[config.mk]
export PLATFORM = sky130hd
export DESIGN_NAME = md_sequencer
export DESIGN_NICKNAME = d
export VERILOG_FILES = /design/src/rtl/md_sequencer.sv
export SDC_FILE = /design/constraint.sdc
export NUM_CORES = 2
export LEC_CHECK = 0
export BUFFER_PORTS_ARGS = -buffer_cell sky130_fd_sc_hd__buf_2
export CORE_ASPECT_RATIO = 0.6
export CORE_MARGIN = 8
export CORE_UTILIZATION = 65
export CTS_BUF_LIST = sky130_fd_sc_hd__clkbuf_4 sky130_fd_sc_hd__clkbuf_8 sky130_fd_sc_hd__clkbuf_16
export DETAILED_ROUTE_END_ITERATION = 8
export HOLD_SLACK_MARGIN = 0.05
export PLACE_DENSITY_LB_ADDON = 0.3
export SLEW_MARGIN = 10
export SYNTH_ARGS = -nofsm -noshare
export SYNTH_HDL_FRONTEND = slang
export SYNTH_SLANG_ARGS = --single-unit
[constraint.sdc]
create_clock -name clk -period 5.5 [get_ports clk]
set_input_delay 0.55 -clock clk [delete_from_list [all_inputs] [get_ports clk]]
set_output_delay 0.55 -clock clk [all_outputs]
set_load 0.02 [all_outputs]
[src/rtl/md_sequencer.sv]
// md_sequencer: HI/LO multiply/divide sequencer for the EX stage.
//
// Runs MULT (fixed-latency product held in a pipeline register), DIV (radix-2
// restoring, one step per cycle, followed by a sign-fixup cycle) and MTHI/MTLO.
// Owns the architectural HI/LO registers and serves MFHI/MFLO reads.
//
// Build option: define MD_RESULT_BYPASS_EN to forward the completing HI/LO value
// to a read that arrives in the completion cycle instead of stalling it.
//
// Ports:
//   clk, rst_n                pipeline clock, asynchronous active-low reset
//   md_req                    EX instruction valid and not flushed
//   md_func                   0 none, 1 MULT, 2 DIV, 3 MTHI, 4 MTLO, 5-7 none
//   md_sign                   signed MULT/DIV
//   md_a, md_b                forwarded rs / rt operands
//   md_hi_rd, md_lo_rd        EX instruction reads HI / LO
//   md_cancel                 abort in-flight op, block accept this cycle
//   md_stall                  hold IF/ID/EX (combinational)
//   md_busy                   MUL or DIV op in flight
//   md_done                   one-cycle pulse in the cycle HI/LO show a MULT/DIV result
//   md_rdata                  HI or LO for the EX result mux (0 when no read)
//   hi_o, lo_o                architectural HI / LO
module md_sequencer #(
  parameter int unsigned MUL_LAT   = 4,
  parameter int unsigned DIV_ITERS = 32
) (
  input  logic        clk,
  input  logic        rst_n,
  input  logic        md_req,
  input  logic [2:0]  md_func,
  input  logic        md_sign,
  input  logic [31:0] md_a,
  input  logic [31:0] md_b,
  input  logic        md_hi_rd,
  input  logic        md_lo_rd,
  input  logic        md_cancel,
  output logic        md_stall,
  output logic        md_busy,
  output logic        md_done,
  output logic [31:0] md_rdata,
  output logic [31:0] hi_o,
  output logic [31:0] lo_o
);

  localparam int unsigned CntMax = (MUL_LAT > DIV_ITERS) ? MUL_LAT : DIV_ITERS;
  localparam int unsigned CntW   = $clog2(CntMax + 1);

  localparam logic [2:0] FuncMult = 3'd1;
  localparam logic [2:0] FuncDiv  = 3'd2;
  localparam logic [2:0] FuncMthi = 3'd3;
  localparam logic [2:0] FuncMtlo = 3'd4;

  typedef enum logic [1:0] {StIdle, StMul, StDiv, StDivFix} state_e;

  state_e            state_q, state_d;
  logic [CntW-1:0]   cnt_q, cnt_d;
  logic [31:0]       hi_q, hi_d, lo_q, lo_d;
  logic [63:0]       prod_q, prod_d;
  logic [31:0]       rem_q, rem_d;     // partial remainder
  logic [31:0]       quo_q, quo_d;     // dividend shifts out, quotient shifts in
  logic [31:0]       dvsr_q, dvsr_d;   // |divisor|
  logic [31:0]       dvnd_q, dvnd_d;   // raw dividend, returned on divide by zero
  logic              negq_q, negq_d, negr_q, negr_d;
  logic              done_q, done_d;

  logic              md_op, rd_req, rd_stall, completing;
  logic [63:0]       ext_a, ext_b;
  logic [31:0]       abs_a, abs_b;
  logic [32:0]       rem_sh;
  logic              rem_ge;
  logic [31:0]       fix_hi, fix_lo, new_hi, new_lo;

  // Operand preparation for accept.
  assign ext_a = {{32{md_sign & md_a[31]}}, md_a};
  assign ext_b = {{32{md_sign & md_b[31]}}, md_b};
  assign abs_a = (md_sign && md_a[31]) ? -md_a : md_a;
  assign abs_b = (md_sign && md_b[31]) ? -md_b : md_b;

  // Restoring step: shift next dividend bit into the remainder, subtract if it fits.
  assign rem_sh = {rem_q, quo_q[31]};
  assign rem_ge = rem_sh >= {1'b0, dvsr_q};

  // Divide-by-zero bypasses the sign fixup entirely.
  assign fix_lo = (dvsr_q == '0) ? '1     : (negq_q ? -quo_q : quo_q);
  assign fix_hi = (dvsr_q == '0) ? dvnd_q : (negr_q ? -rem_q : rem_q);

  assign new_hi = (state_q == StMul) ? prod_q[63:32] : fix_hi;
  assign new_lo = (state_q == StMul) ? prod_q[31:0]  : fix_lo;

  assign completing = ((state_q == StMul && cnt_q == '0) || state_q == StDivFix) && !md_cancel;

  assign md_busy = (state_q != StIdle);
  assign md_op   = (md_func == FuncMult) || (md_func == FuncDiv) ||
                   (md_func == FuncMthi) || (md_func == FuncMtlo);
  assign rd_req  = md_hi_rd | md_lo_rd;

`ifdef MD_RESULT_BYPASS_EN
  assign rd_stall = rd_req & ~completing;
`else
  assign rd_stall = rd_req;
`endif

  assign md_stall = md_busy & md_req & (md_op | rd_stall);

  always_comb begin
    md_rdata = '0;
    if (md_hi_rd) begin
      md_rdata = hi_q;
`ifdef MD_RESULT_BYPASS_EN
      if (completing) md_rdata = new_hi;
`endif
    end else if (md_lo_rd) begin
      md_rdata = lo_q;
`ifdef MD_RESULT_BYPASS_EN
      if (completing) md_rdata = new_lo;
`endif
    end
  end

  always_comb begin
    state_d = state_q;
    cnt_d   = cnt_q;
    hi_d    = hi_q;
    lo_d    = lo_q;
    prod_d  = prod_q;
    rem_d   = rem_q;
    quo_d   = quo_q;
    dvsr_d  = dvsr_q;
    dvnd_d  = dvnd_q;
    negq_d  = negq_q;
    negr_d  = negr_q;
    done_d  = 1'b0;

    unique case (state_q)
      StIdle: begin
        if (md_req && !md_stall && !md_cancel) begin
          unique case (md_func)
            FuncMult: begin
              prod_d  = ext_a * ext_b;
              cnt_d   = CntW'(MUL_LAT - 1);
              state_d = StMul;
            end
            FuncDiv: begin
              quo_d   = abs_a;
              rem_d   = '0;
              dvsr_d  = abs_b;
              dvnd_d  = md_a;
              negq_d  = md_sign & (md_a[31] ^ md_b[31]);
              negr_d  = md_sign & md_a[31];
              cnt_d   = CntW'(DIV_ITERS - 1);
              state_d = StDiv;
            end
            FuncMthi: hi_d = md_a;
            FuncMtlo: lo_d = md_a;
            default: ;
          endcase
        end
      end
      StMul: begin
        if (md_cancel || cnt_q == '0) state_d = StIdle;
        else                          cnt_d   = cnt_q - CntW'(1);
      end
      StDiv: begin
        if (md_cancel) begin
          state_d = StIdle;
        end else begin
          rem_d = rem_ge ? (rem_sh[31:0] - dvsr_q) : rem_sh[31:0];
          quo_d = {quo_q[30:0], rem_ge};
          if (cnt_q == '0) state_d = StDivFix;
          else             cnt_d   = cnt_q - CntW'(1);
        end
      end
      StDivFix: state_d = StIdle;
      default:  state_d = StIdle;
    endcase

    // Cancel suppresses the write and the done pulse.
    if (completing) begin
      hi_d   = new_hi;
      lo_d   = new_lo;
      done_d = 1'b1;
    end
  end

  always_ff @(posedge clk or negedge rst_n) begin
    if (!rst_n) begin
      state_q <= StIdle;
      cnt_q   <= '0;
      hi_q    <= '0;
      lo_q    <= '0;
      prod_q  <= '0;
      rem_q   <= '0;
      quo_q   <= '0;
      dvsr_q  <= '0;
      dvnd_q  <= '0;
      negq_q  <= 1'b0;
      negr_q  <= 1'b0;
      done_q  <= 1'b0;
    end else begin
      state_q <= state_d;
      cnt_q   <= cnt_d;
      hi_q    <= hi_d;
      lo_q    <= lo_d;
      prod_q  <= prod_d;
      rem_q   <= rem_d;
      quo_q   <= quo_d;
      dvsr_q  <= dvsr_d;
      dvnd_q  <= dvnd_d;
      negq_q  <= negq_d;
      negr_q  <= negr_d;
      done_q  <= done_d;
    end
  end

  assign md_done = done_q;
  assign hi_o    = hi_q;
  assign lo_o    = lo_q;

endmodule

==> reports/metrics.yaml <==
status: "finished, violations left"
violations: "setup timing"
hp-class: "input port to flip-flop"
synth_area_leaders: "fa_1 42%, dfrtp_1 12%, inv_1 8.0%"
multi_input_area_mm2: 0.0440
r2r_setup_slack_ns: 1.22
syn_inst: 6107
dr.pass1.iters: 6
synth_ff_type: "dfrtp_1"
yosys_warnings: 0
fin_ws_ns: -1.94
grt_max_degree: 165
chipHeight_um: 240
avgSynthCellArea_um2: 8.88
vias: 46700
place_area_mm2: 0.0599
max_slew_margin_pct: 26.9
cts_tree: "built"
cp_common_cell: "fa_1"
finalClockSkew_ns: 0.0377
antenna_found_initial: 12
nets: 8008
cts.sinks: 267
grt_pass1_vias: 47500
gp_congestion: 0.996
r2r-start: "quo_q[31]$_DFFE_PN0P_"
synthArstFlopShare_pct: 100
dp_hpwl_um: 144000
synth_top_cells_by_count: "1157 x inv_1, 1126 x fa_1, 954 x nand2_1"
r2r-end: "rem_q[30]$_DFFE_PN0P_"
syn2layout_area_growth_pct: 19.3
critical_path_arrival_ns: 7.97
critical_path_required_ns: 6.03
cp-endpoint: "prod_q[51]$_DFFE_PN0P_"
synth-edff-count: 0
coreArea_mm2: 0.0830
finalNonFillerCells: 7665
wl_um: 187000
synth_seq_cells: 267
grt_pass1_wl_um: 279000
startpoint: "md_a[31]"
placementRows: 82
finalHoldViolations: 0
final_max_slew_viol_count: 0
max-cap-violations: 0
drt_iter0_drc: 5444
crit_slowest_cell: "or4b_2"
drt-wirelength-per-cell_um: 24.4
die-area_mm2: 0.0932
dieWidth_um: 389
clk_latency_ns: 0.59
crit_buf_inv: 9
slowest_delay_ns: 0.66
synth_nets: 7563
critPathLaunchType: "input port"
port_buffers: 172
clockBufferDepth: 3
seq_area_frac_synth_pct: 12.3
rr_worst_depth: 14
viasPerCell: 6.09
place_inst: 7498
finalInstanceArea_mm2: 0.0647
grt_setup_unrepaired: "true"
numCtsBuffers: 24
grt_overflow: 0
cts_root_buf: "clkbuf_16"
synthesis.area_mm2: 0.0542
start_util_pct: 65.3
ctsHtreeMaxLevel: 1
synth_top_area_share_pct: 41.6
finalCriticalPeriod_ns: 7.44
remaining_drc_errors: 0
grtUsageTotal_pct: 38.7
crit_path_max_fanout: 10
max_freq_mhz: 134
drtAntennaViolNets: 0
synth.most_common_cell: "inv_1"
post_route_cells_drive_above_1_share_pct: 20.2
io_pins: 173
tightest_slew_ns: 1.10
setup_viol: 52
min_period_over_period_pct: 135
yosys.area.top_type: "fa_1"
crit_type: "input port to flip-flop"
end_kind: "flip-flop"
path_depth: 25
path_clk_slew_ns: 0.07
cp_top_family: "adder cells"
yosysUniqueCellTypes: 69
register_area_mm2: 0.00668
fillers: 5278
==> cell type report <==
cell class                 instances  share of cell area (%)
inverter                        1158                    6.75
antenna                            4                  0.0155
sequential                       267                    10.3
clock buffer                      36                    1.12
multi-input combinational       4285                    68.0
timing repair buffer             816                    11.6
clock inverter                     7                   0.155
tap                             1092                    2.11
==> tightest hold or removal path: stages <==
cell       delay (ns)
buf_2            0.18
o2bb2ai_1        0.09
nand2_1          0.06
o21ai_0          0.09
==> cell families (layout without fill, tap and decap cells) <==
family	count (synthesis)	after routing	synth area share [%]
muxes	77	77	1.49
buffers and inverters	1555	2017	10.8
and+or+nand+nor	1784	1784	15.2
other	0	4	0
adders and majority gates	1382	1382	47.5
xor gates and xnor gates	214	214	3.46
DFF	267	267	12.3
AOI/OAI and AO/OA	828	828	9.32
==> layer usage <==
layer,wire length [um],track usage [%],vias up
li1,-,-,19500
met4,8720,13.6,16
met2,79400,55.8,3234
met5,110,0,-
met1,70700,54.2,23300
met3,28300,14.0,582
==> layout by cell type, fill, tap and decap left out, drive strengths merged, types with 23 or more instances in the layout <==
cell type,synthesis,final
ha,256,256
inv,1157,1156
xnor2,119,119
clkbuf,348,44
xor2,95,95
a211oi,78,78
nand2,954,954
nand3,31,31
buf,49,805
dfrtp,267,267
and2,372,372
a21oi,247,247
a21o,33,33
a22o,33,33
nor4,27,27
o31ai,33,33
mux2,30,30
mux2i,47,47
nor2,227,227
a31oi,23,23
o21ai,264,264
fa,1126,1126
or3,29,29
nand4,26,26
nor3,31,31
==> metrics by stage <==
step	setup TNS (ns)	setup slack (ns)	hold WS (ns)	util, %
final	-69.60	-1.94	0.440	77.9
after global routing	-76.85	-2.07	0.460	77.9
after CTS	-66.35	-1.73	0.422	75.5
after detailed placement	-117.56	-2.96	0.462	72.2
after global placement	-113.87	-2.90	0.460	72.2
after floorplan	-68.82	-2.52	0.254	-
==> how the worst min path moves through the flow <==
stage                                       from  depth (start not counted)                endpoint  slack (ns)
final                                  md_cancel                          4  state_q[1]$_DFFE_PN0P_        0.44
after global routing                    md_a[27]                          4  dvnd_q[27]$_DFFE_PN0P_        0.46
after CTS                              md_cancel                          4  state_q[1]$_DFFE_PN0P_        0.42
after detailed placement  prod_q[42]$_DFFE_PN0P_                          2  prod_q[42]$_DFFE_PN0P_        0.46
after global placement    prod_q[42]$_DFFE_PN0P_                          2  prod_q[42]$_DFFE_PN0P_        0.46
after floorplan                            rst_n                          0    cnt_q[0]$_DFFE_PN0P_        0.25
==> state kept, by name, indices dropped and copies added, names as in the netlist, 2 cells and up <==
register,count
cnt_q,6
dvnd_q,32
dvsr_q,32
hi_o,32
lo_o,32
prod_q,64
quo_q,32
rem_q,32
state_q,2
==> timing repair <==
item,in CTS,in global routing
pin swaps,136,179
hold buffers,1,0
cloned,5,8
setup buffers,51,65
hold endpoints to repair,53,0
gates resized for setup,374,306
setup endpoints to repair,53,53
Power is not shown: default switching activity piles up to over one toggle a cycle in this logic, so the estimate is an artifact.
